==> src/rtl/aim_pkg.sv <==
// Shared constants, weight codes, FSM states and buffer entry layout for the
// AIM sparse activation encoder.
package aim_pkg;

   localparam int N  = 8;
   localparam int AW = 9;
   localparam int WW = 2;
   localparam int PW = $clog2(N);
   localparam int CW = $clog2(N + 1);

   localparam logic [WW-1:0] W_NEG  = 2'b11;
   localparam logic [WW-1:0] W_ZERO = 2'b00;
   localparam logic [WW-1:0] W_POS  = 2'b01;
   localparam logic [WW-1:0] W_ILL  = 2'b10;

   typedef enum logic [1:0] {
      IDLE = 2'd0,
      SCAN = 2'd1,
      EMIT = 2'd2,
      DONE = 2'd3
   } state_t;

   typedef struct packed {
      logic [AW-1:0] data;
      logic [PW-1:0] pos;
      logic [WW-1:0] w;
   } entry_t;

   // The illegal code counts as a zero weight in the bitmap.
   function automatic logic is_nz_weight(input logic [WW-1:0] w);
      return (w == W_POS) || (w == W_NEG);
   endfunction

endpackage

==> src/rtl/aim_sparse_encoder_if.sv <==
// Compressed-activation stream: one nonzero activation per beat, tagged with
// its original position and weight.
interface aim_sparse_encoder_if;
   import aim_pkg::*;

   logic          out_valid;
   logic          out_ready;
   logic [AW-1:0] out_data;
   logic [PW-1:0] out_pos;
   logic [WW-1:0] out_w;
   logic          out_last;

   modport master (
      output out_valid, out_data, out_pos, out_w, out_last,
      input  out_ready
   );

   modport slave (
      input  out_valid, out_data, out_pos, out_w, out_last,
      output out_ready
   );

endinterface

==> src/rtl/aim_sparse_buf.sv <==
// Packed buffer of nonzero activations in ascending original index, filled
// during the scan and drained by the stream handshake.
module aim_sparse_buf
   import aim_pkg::*;
(
   input  logic          clk,
   input  logic          rst_n,
   input  logic          clear,
   input  logic          wr_en,
   input  entry_t        wr_entry,
   input  logic          rd_adv,
   output entry_t        rd_entry,
   output logic [CW-1:0] rd_ptr
);

   entry_t        mem [N];
   logic [CW-1:0] wr_ptr;

   // NOTE: sequential state is assigned with <= so every flop samples pre-edge values.
   always_ff @(posedge clk or negedge rst_n) begin
      if (!rst_n) begin
         wr_ptr <= '0;
         rd_ptr <= '0;
      end else if (clear) begin
         wr_ptr <= '0;
         rd_ptr <= '0;
      end else begin
         if (wr_en)  wr_ptr <= wr_ptr + CW'(1);
         if (rd_adv) rd_ptr <= rd_ptr + CW'(1);
      end
   end

   // NOTE: storage has no reset; entries are only read below the write pointer.
   always_ff @(posedge clk) begin
      if (wr_en) mem[wr_ptr[PW-1:0]] <= wr_entry;
   end

   assign rd_entry = mem[rd_ptr[PW-1:0]];

endmodule

==> src/rtl/aim_sparse_encoder.sv <==
// Sparse activation encoder: scans one frame per element per cycle, builds
// activation/weight bitmaps, then streams the nonzero activations.
module aim_sparse_encoder
   import aim_pkg::*;
(
   input  logic                 clk,
   input  logic                 rst_n,
   input  logic                 in_valid,
   output logic                 in_ready,
   input  logic [N*AW-1:0]      act_in,
   input  logic [N*WW-1:0]      w_in,
   output logic [N-1:0]         act_bitmap,
   output logic [N-1:0]         wgt_bitmap,
   output logic [CW-1:0]        nz_count,
   output logic                 bm_valid,
   output logic                 w_err,
   output logic                 frame_done,
   aim_sparse_encoder_if.master stream
);

   state_t        state, state_nxt;
   logic          alive;
   logic [N*AW-1:0] act_q;
   logic [N*WW-1:0] w_q;
   logic [PW-1:0] idx;
   logic          accept;
   logic          scanning;
   logic          last_idx;
   logic          fire;
   logic [AW-1:0] cur_act;
   logic [WW-1:0] cur_w;
   logic          cur_nz;
   logic [CW-1:0] count_nxt;
   logic [CW-1:0] rd_ptr;
   entry_t        wr_entry;
   entry_t        rd_entry;

   // alive holds in_ready low while in reset and releases it one edge later.
   assign in_ready  = alive && (state == IDLE);
   assign accept    = in_valid && in_ready;
   assign scanning  = (state == SCAN);
   assign last_idx  = (idx == PW'(N - 1));
   assign cur_act   = act_q[idx*AW +: AW];
   assign cur_w     = w_q[idx*WW +: WW];
   assign cur_nz    = |cur_act;
   assign count_nxt = nz_count + CW'(cur_nz);
   assign fire      = stream.out_valid && stream.out_ready;

   assign wr_entry = '{data: cur_act, pos: idx, w: cur_w};

   always_ff @(posedge clk or negedge rst_n) begin
      if (!rst_n) begin
         state <= IDLE;
         alive <= 1'b0;
      end else begin
         state <= state_nxt;
         alive <= 1'b1;
      end
   end

   // NOTE: state_nxt gets a default before the case so no latch is inferred.
   always_comb begin
      state_nxt = state;
      unique case (state)
         IDLE: if (accept) state_nxt = SCAN;
         SCAN: if (last_idx) state_nxt = (count_nxt != '0) ? EMIT : DONE;
         EMIT: if (fire && stream.out_last) state_nxt = DONE;
         DONE: state_nxt = IDLE;
         default: state_nxt = IDLE;
      endcase
   end

   always_ff @(posedge clk or negedge rst_n) begin
      if (!rst_n) begin
         act_q      <= '0;
         w_q        <= '0;
         idx        <= '0;
         act_bitmap <= '0;
         wgt_bitmap <= '0;
         nz_count   <= '0;
         w_err      <= 1'b0;
         bm_valid   <= 1'b0;
      end else if (accept) begin
         act_q      <= act_in;
         w_q        <= w_in;
         idx        <= '0;
         act_bitmap <= '0;
         wgt_bitmap <= '0;
         nz_count   <= '0;
         w_err      <= 1'b0;
         bm_valid   <= 1'b0;
      end else if (scanning) begin
         act_bitmap[idx] <= cur_nz;
         wgt_bitmap[idx] <= is_nz_weight(cur_w);
         if (cur_w == W_ILL) w_err <= 1'b1;
         nz_count <= count_nxt;
         idx      <= last_idx ? '0 : idx + PW'(1);
         if (last_idx) bm_valid <= 1'b1;
      end
   end

   aim_sparse_buf u_buf (
      .clk      (clk),
      .rst_n    (rst_n),
      .clear    (accept),
      .wr_en    (scanning && cur_nz),
      .wr_entry (wr_entry),
      .rd_adv   (fire),
      .rd_entry (rd_entry),
      .rd_ptr   (rd_ptr)
   );

   // Stream fields are forced to zero outside EMIT so reset clears them at once.
   always_comb begin
      stream.out_valid = (state == EMIT);
      stream.out_last  = stream.out_valid && (rd_ptr == nz_count - CW'(1));
      stream.out_data  = stream.out_valid ? rd_entry.data : '0;
      stream.out_pos   = stream.out_valid ? rd_entry.pos  : '0;
      stream.out_w     = stream.out_valid ? rd_entry.w    : '0;
   end

   assign frame_done = (state == DONE);

endmodule

==> src/flat_wrapper.sv <==
// flat-port wrapper written by rule: the top's interface ports become plain ports
module aim_sparse_encoder_flat import aim_pkg::*;
  (clk, rst_n, in_valid, in_ready, act_in, w_in, act_bitmap, wgt_bitmap, nz_count, bm_valid, w_err, frame_done, stream_out_valid, stream_out_data, stream_out_pos, stream_out_w, stream_out_last, stream_out_ready);
  aim_sparse_encoder_if stream_i ();
  input  logic clk;
  input  logic rst_n;
  input  logic in_valid;
  output logic in_ready;
  input  logic [N*AW-1:0] act_in;
  input  logic [N*WW-1:0] w_in;
  output logic [N-1:0] act_bitmap;
  output logic [N-1:0] wgt_bitmap;
  output logic [CW-1:0] nz_count;
  output logic bm_valid;
  output logic w_err;
  output logic frame_done;
  output wire logic [$bits(stream_i.out_valid)-1:0] stream_out_valid;
  output wire logic [$bits(stream_i.out_data)-1:0] stream_out_data;
  output wire logic [$bits(stream_i.out_pos)-1:0] stream_out_pos;
  output wire logic [$bits(stream_i.out_w)-1:0] stream_out_w;
  output wire logic [$bits(stream_i.out_last)-1:0] stream_out_last;
  input wire logic [$bits(stream_i.out_ready)-1:0] stream_out_ready;
  assign stream_out_valid = stream_i.out_valid;
  assign stream_out_data = stream_i.out_data;
  assign stream_out_pos = stream_i.out_pos;
  assign stream_out_w = stream_i.out_w;
  assign stream_out_last = stream_i.out_last;
  assign stream_i.out_ready = stream_out_ready;
  aim_sparse_encoder u_core (.clk(clk), .rst_n(rst_n), .in_valid(in_valid), .in_ready(in_ready), .act_in(act_in), .w_in(w_in), .act_bitmap(act_bitmap), .wgt_bitmap(wgt_bitmap), .nz_count(nz_count), .bm_valid(bm_valid), .w_err(w_err), .frame_done(frame_done), .stream(stream_i));
endmodule
==> config.mk <==
export PLATFORM = sky130hd
export DESIGN_NAME = aim_sparse_encoder_flat
export DESIGN_NICKNAME = d
export VERILOG_FILES = /design/src/rtl/aim_pkg.sv /design/src/rtl/aim_sparse_encoder_if.sv /design/src/rtl/aim_sparse_buf.sv /design/src/rtl/aim_sparse_encoder.sv /design/src/flat_wrapper.sv
export SDC_FILE = /design/constraint.sdc
export NUM_CORES = 1
export LEC_CHECK = 0
export CORE_MARGIN = 4
export CORE_UTILIZATION = 46
export CTS_BUF_LIST = sky130_fd_sc_hd__clkbuf_4 sky130_fd_sc_hd__clkbuf_8
export DETAILED_ROUTE_END_ITERATION = 16
export GPL_ROUTABILITY_DRIVEN = 0
export HOLD_SLACK_MARGIN = 0.12
export PLACE_DENSITY = 0.74
export SLEW_MARGIN = 20
export SYNTH_ARGS = -nofsm -noshare
export SYNTH_HDL_FRONTEND = slang
export SYNTH_SLANG_ARGS = --single-unit
==> constraint.sdc <==
create_clock -name clk -period 4.1 [get_ports clk]
set_clock_uncertainty 0.2 [all_clocks]
set_input_delay 0.82 -clock clk [delete_from_list [all_inputs] [get_ports clk]]
set_output_delay 0.82 -clock clk [all_outputs]
set_load 0.005 [all_outputs]
**Word level (Yosys, flattened, before mapping)**

Memories as Yosys holds them, arrays and structs flattened.
Index checks and enable logic that the tools add are counted.

- Add/sub/neg operators: 5
- Multiply operators: 1
- $lt $le $gt $ge: 2
- Equal/unequal tests: 11
- Shift-type cells: 2
- Muxes and demuxes: 33
- Reduce and logical (&&, ||, !) cells: 19

Operators with widths:

| cell | number |
|---|---|
| 72-bit by 8-bit indexed part select with 9-bit output | 1 |
| 8-bit 2-to-1 mux | 4 |
| 4-bit 2-to-1 mux | 6 |
| 8-bit bitwise mux | 2 |
| 16-bit by 5-bit indexed part select with 2-bit output | 1 |
| 3-bit 2-to-1 mux | 4 |
| 1-bit 2-to-1 mux | 10 |
| 2-bit nonzero test | 5 |
| 9-bit 2-to-1 mux | 1 |
| 9-bit OR reduction | 1 |
| 4-bit by 1-bit adder with 4-bit output (second input constant) | 2 |
| 2-bit equality test (second input constant) | 4 |
| 2-bit 2-to-1 mux | 4 |
| 2-bit case mux with 4 select lines | 1 |
| 1-bit logical AND | 7 |
| 3-bit by 4-bit multiplier with 7-bit output (second input constant) | 1 |
| 4-bit by 1-bit adder with 4-bit output | 1 |
| 2-bit by 1-bit equality test with 1-bit output (second input constant) | 2 |
| 4-bit equality test | 1 |
| 3-bit by 4-bit < comparator with 1-bit output (second input constant) | 1 |
| 2-bit inequality test (second input constant) | 2 |
| 2-bit AND reduction | 2 |
| 4-bit nonzero test | 1 |
| 4-bit by 1-bit subtractor with 4-bit output (second input constant) | 1 |
| 8 further kinds | 8 |

- Register bits: 124
- Memory bits (writable): 112
- Input bits: 92
- Output and inout port bits: 40
- Logic and storage cells: 86
- Memories: 1

Memories:

| name | depth | bits a word | read ports | clocked after memory_dff | wr ports | line | source |
|---|---|---|---|---|---|---|---|
| u_core.u_buf.mem | 8 | 14 | 1 | 0 | 1 | aim_sparse_buf.sv:16 | `entry_t mem [N];` |

**Depth between registers and ports, before layout**

- Word-level depth: 8
- Depth in mapped cells: 16
- Mapped depth without buffers: 13

**Cells and area by module**

A second synthesis with hierarchy kept.

- Cell total of the unflattened synthesis: 824
- Area total of the unflattened synthesis: 10,333.7 sq um

Modules (own cells, without submodules):

| module | times used | cells an instance | area an instance (sq um) | seq. area each (sq um) |
|---|---|---|---|---|
| aim_sparse_encoder | 1 | 623 | 5,660.4 | 2,902.8 |
| aim_sparse_buf | 1 | 201 | 4,673.2 | 3,538.4 |

**Worst setup path before layout**

Ideal clock, no wire load.

- Kind: register -> register
- From: register u_core.idx[1]
- To: memory u_core.u_buf.mem[6][0] (netlist name), enable pin
- Library setup time: 0.427 ns
- Data arrival time: 3.844 ns
- Data required time: 3.473 ns
- Slack: -0.371 ns
- Stages on the path, launching flop included: 8
- Buffers on the path: 2
- Period minus slack after synthesis: 4.471 ns
- Cell sequence: dfrtp_1 > buf_2 > inv_1 > buf_2 > o311ai_0 > nor4b_4 > a21boi_4 > nor4b_1

- Word-level cells in the longest chain between the ends: 6

RTL lines:

| item | line | source |
|---|---|---|
| start: declaration | aim_sparse_encoder.sv:25 | `logic [PW-1:0] idx;` |
| start signal: assignment | aim_sparse_encoder.sv:97 | `idx <= last_idx ? '0 : idx + PW'(1);` |
| 3-bit by 4-bit multiplier with 7-bit output | aim_sparse_encoder.sv:43 | `assign cur_act = act_q[idx*AW +: AW];` |
| 72-bit by 8-bit indexed part select with 9-bit output | aim_sparse_encoder.sv:43 |  |
| via u_core.cur_act[8] | aim_sparse_encoder.sv:30 | `logic [AW-1:0] cur_act;` |
| 9-bit OR reduction | aim_sparse_encoder.sv:45 | `assign cur_nz = \|cur_act;` |
| 1-bit logical AND | aim_sparse_encoder.sv:106 | `.wr_en (scanning && cur_nz),` |
| 1-bit 2-to-1 mux | aim_sparse_buf.sv:35 | `if (wr_en) mem[wr_ptr[PW-1:0]] <= wr_entry;` |
| 1-bit 2-to-1 mux (implied by the code) | aim_sparse_buf.sv:35 |  |
| end: declaration | aim_sparse_buf.sv:16 |  |

The timed path passes the listed nets, and every way through them passes these cells.

**Final worst setup path**

- From: register u_core.u_buf.rd_ptr[0]
- To: output stream_out_data[7]

- Word-level cells in the longest chain between the ends: 2

RTL lines:

| item | line | source |
|---|---|---|
| start: declaration | aim_sparse_buf.sv:13 | `output logic [CW-1:0] rd_ptr` |
| start signal: assignment | aim_sparse_buf.sv:29 | `if (rd_adv) rd_ptr <= rd_ptr + CW'(1);` |
| memory 8 x 14 bit | - |  |
| 9-bit 2-to-1 mux | aim_sparse_encoder.sv:117 | `stream.out_data = stream.out_valid ? rd_entry.data : '0;` |
| end: declaration | flat_wrapper.sv:18 | `output wire logic [$bits(stream_i.out_data)-1:0] stream_out_data;` |

No other way between the ends.

==> flow_summary.ini <==
[outcome]
run_status = finished, final reports clean

[synthesis]
synth_xor_area_frac = 0.00932
ys_warn_count = 0
area_fraction_in_and_or_nand_and_nor_cells_after_synthesis = 0.164
synth_fa_ha_area_frac = 0.0145
post_synth.cell_area_avg_um2 = 12.0
netlist-cell-type-count = 55
synth_edf_count = 112
synth_top_family_by_area = simple AND/OR/NAND/NOR gates
synth_area_leaders = edfxtp_1 33%, dfrtp_1 30%, nand2_1 11%, mux4_2 8.1%, mux2i_1 2.1%
seq_area_frac_synth = 0.623
postSynthCellCount = 858
async_flop_share = 0.523
synthesized_area_fraction_occupied_by_ao_oa_aoi_and_oai_cells = 0.0456
yosys.area.top_type_share = 0.325
synth_ff_type = dfrtp_1
synth.area.mux_share = 0.118
synth_top_cell_by_area = edfxtp_1
synth_nets = 962
flip_flop_and_latch_count_after_synthesis = 235
syn-cell-area_um2 = 10300

[timing]
timing.slew.headroom = 0.406
tightestPinTransition_ps = 891
fin_crit_sh = 0.906
timing.final.setup_violations = 0
slew_viol_final = 0
timing.final.crit_period_ps = 3710
timing_hold_violations_final = 0
fin_ws_ps = 387
fmax_mhz = 269
grt_setup_unrepaired = no

[power]
irDropWorstVdd_uv = 314
p_total_w = 0.00988
power_density_nw_per_um2 = 768
leakagePower_nw = 5.29

[critical_path]
worstReg2RegStart = u_core.idx[0]
max_stage_delay_ps = 660
endpoint_arrival_time_on_the_critical_path_ps = 2690
worst-path-buf-inv = 2
critical_path_cell_by_cell = buf_4, mux4_2, mux2i_1, nor2b_1, clkdlybuf4s50_1
worst_path_dominant_cell_family = buffers and inverters
critical_path.endpoint_type = primary output
crit_path_top_delay_cell = dfrtp_4
rr_endpoint = u_core.state[0]
worst-endpoint-required_ps = 3080
critical_path_class = flip-flop to primary output
timing.reg2reg.worst_path_depth = 13
timing.reg2reg.setup_slack_ps = 390
type_of_origin_of_the_critical_path = flip-flop
cp_max_fo = 20

[final_layout]
fill_cell_count = 1749
antenna_cells_inserted = 0
design.final.nets = 1110
post-route-util = 0.585
layout-area-overhead-vs-synth_pct = 24.4
postLayoutCellArea_um2 = 12900
share_of_final_layout_standard_cells_stronger_than_drive_strength_1 = 0.151

[cts]
post-cts-setup-buffer-count = 0
worstSkewPairLatency_ps = 530
clock-sinks = 235
cts_root_buffer = clkbuf_8
cts_tree = built
max-clock-path-buffers = 3
clk_pin_slew_ps = 60
cts_inserted_buffers = 37
cts.htree.levels = 2

[floorplanning]
io_pins = 132
chipWidth_um = 158
initial_core_util = 0.471
die_height_um = 158
floorplan.rows = 54
design.core.area_um2 = 22000
die_area_um2 = 24900

[route]
routed_length_per_instance_um = 18.2
route.detailed.drc = 0
num_vias = 7049
detail_route.vias_per_cell = 5.37
drt_first_iter_violations = 503
drt_first_pass_iters = 5
postRouteAntennaNets = 0
route.final.wire_length_um = 23900

[job]
drv.max_cap_violation_count = 0

[global_route]
vias_in_the_first_global_route = 7203
grt_pass1_wl_um = 38300
initial_antenna_violation_count = 0
grt_start_max_net_pins = 76
grt-ovfl-total = 0
grt_use_total = 0.195

[placement]
placement.cell_area_um2 = 12100
post-place-ws_ps = 447
place_hpwl_um = 17000
port_buffers = 131

[hold_path]
min-delay-path-class = input port to async pin
-- repair_timing --
item,CTS,global route
setup endpoints to repair,0,1
hold buffers,0,0
resized for setup,0,1
endpoints found under the hold margin,0,0
-- cells by family after synthesis --
| group | count (synthesis) |
|---|---|
| flops | 235 |
| simple gates | 398 |
| mux | 69 |
| compound gates | 68 |
| other cells | 1 |
| buf+inv | 64 |
| xor+xnor | 11 |
| fa+ha+maj | 12 |
-- worst max-delay path by stage --
stage               depth (start not counted)  slack, ps                    from                endpoint
CTS                                         5        120  u_core.u_buf.rd_ptr[0]      stream_out_data[6]
global placement                            8        490           u_core.idx[0]  u_core.u_buf.mem[1][8]
global route                               14        170           u_core.idx[0]         u_core.state[0]
floorplan                                   7       -370           u_core.idx[1]  u_core.u_buf.mem[6][0]
finish                                      5        390  u_core.u_buf.rd_ptr[0]      stream_out_data[7]
detailed placement                          8        450           u_core.idx[0]  u_core.u_buf.mem[1][7]
-- flip-flops by register name (all words and copies together) (netlist names) --
signal	count
u_core.bm_valid	1
u_core.state	2
u_core.w_q	16
u_core.act_bitmap	8
u_core.wgt_bitmap	8
u_core.u_buf.mem	112
u_core.alive	1
u_core.idx	3
u_core.nz_count	4
u_core.w_err	1
u_core.u_buf.wr_ptr	3
u_core.u_buf.rd_ptr	4
u_core.act_q	72
-- Yosys cell counts, types with 3 or more instances --
library cell,n
mux2_2,6
or2_2,3
mux4_1,3
clkbuf_1,33
nor4b_1,3
o21ai_0,14
buf_1,11
mux2i_1,22
inv_1,12
nor2_1,30
buf_2,5
nor2b_1,17
dfrtp_1,123
xnor2_1,4
a31oi_1,8
edfxtp_1,112
nand2b_1,7
nand2_1,292
xor2_1,7
and3_1,4
nor3_1,13
mux4_2,37
a21oi_1,17
nor4_1,11
nand3_1,8
a211oi_1,10
ha_1,12
-- cells in the final DEF, fill, tap and decap left out, types with 4 or more instances in the layout --
master / instances
nor3_1: 13
clkdlybuf4s50_1: 130
buf_4: 30
nor2b_1: 17
nand2b_1: 7
dfrtp_1: 121
a211oi_1: 10
ha_1: 12
clkbuf_8: 46
nor4_1: 7
nand2_1: 291
nor2_1: 30
mux2_2: 6
nand3_1: 8
a31oi_1: 8
mux2i_1: 22
clkbuf_4: 14
xor2_1: 7
xnor2_1: 4
inv_1: 12
edfxtp_1: 112
mux4_2: 37
a21oi_1: 17
o21ai_0: 13
-- where the power goes --
part / switching (W) / internal, W
clock network: 0.000855 / 0.00114
registers: 0.000589 / 0.00358
logic: 0.00202 / 0.00170
total: 0.00346 / 0.00642
-- cell type report --
class	count	area, µm²	area share
repair buffers	161	1550	0.120
inverters	12	45.0	0.00350
clock buffers	60	738	0.0574
clock inverters	6	30.0	0.00234
multi-input cells	559	3700	0.288
flip-flops and latches	235	6450	0.502
well taps	280	350	0.0273
-- per-stage QoR --
step                cells  hold slack (ps)  TNS [ps]
finish               1313              133         0
detailed placement   1247              259         0
CTS                  1313              145         0
global placement     1247              251         0
global route         1313              175         0
floorplan             858              237    -22580
-- layer usage --
layer	wire [µm]	global-route usage
met2	11700	0.316
met4	408	0.0447
met1	10400	0.275
met5	0	0
met3	1360	0.0413
Note: power is estimated with default switching activity, not from simulation.
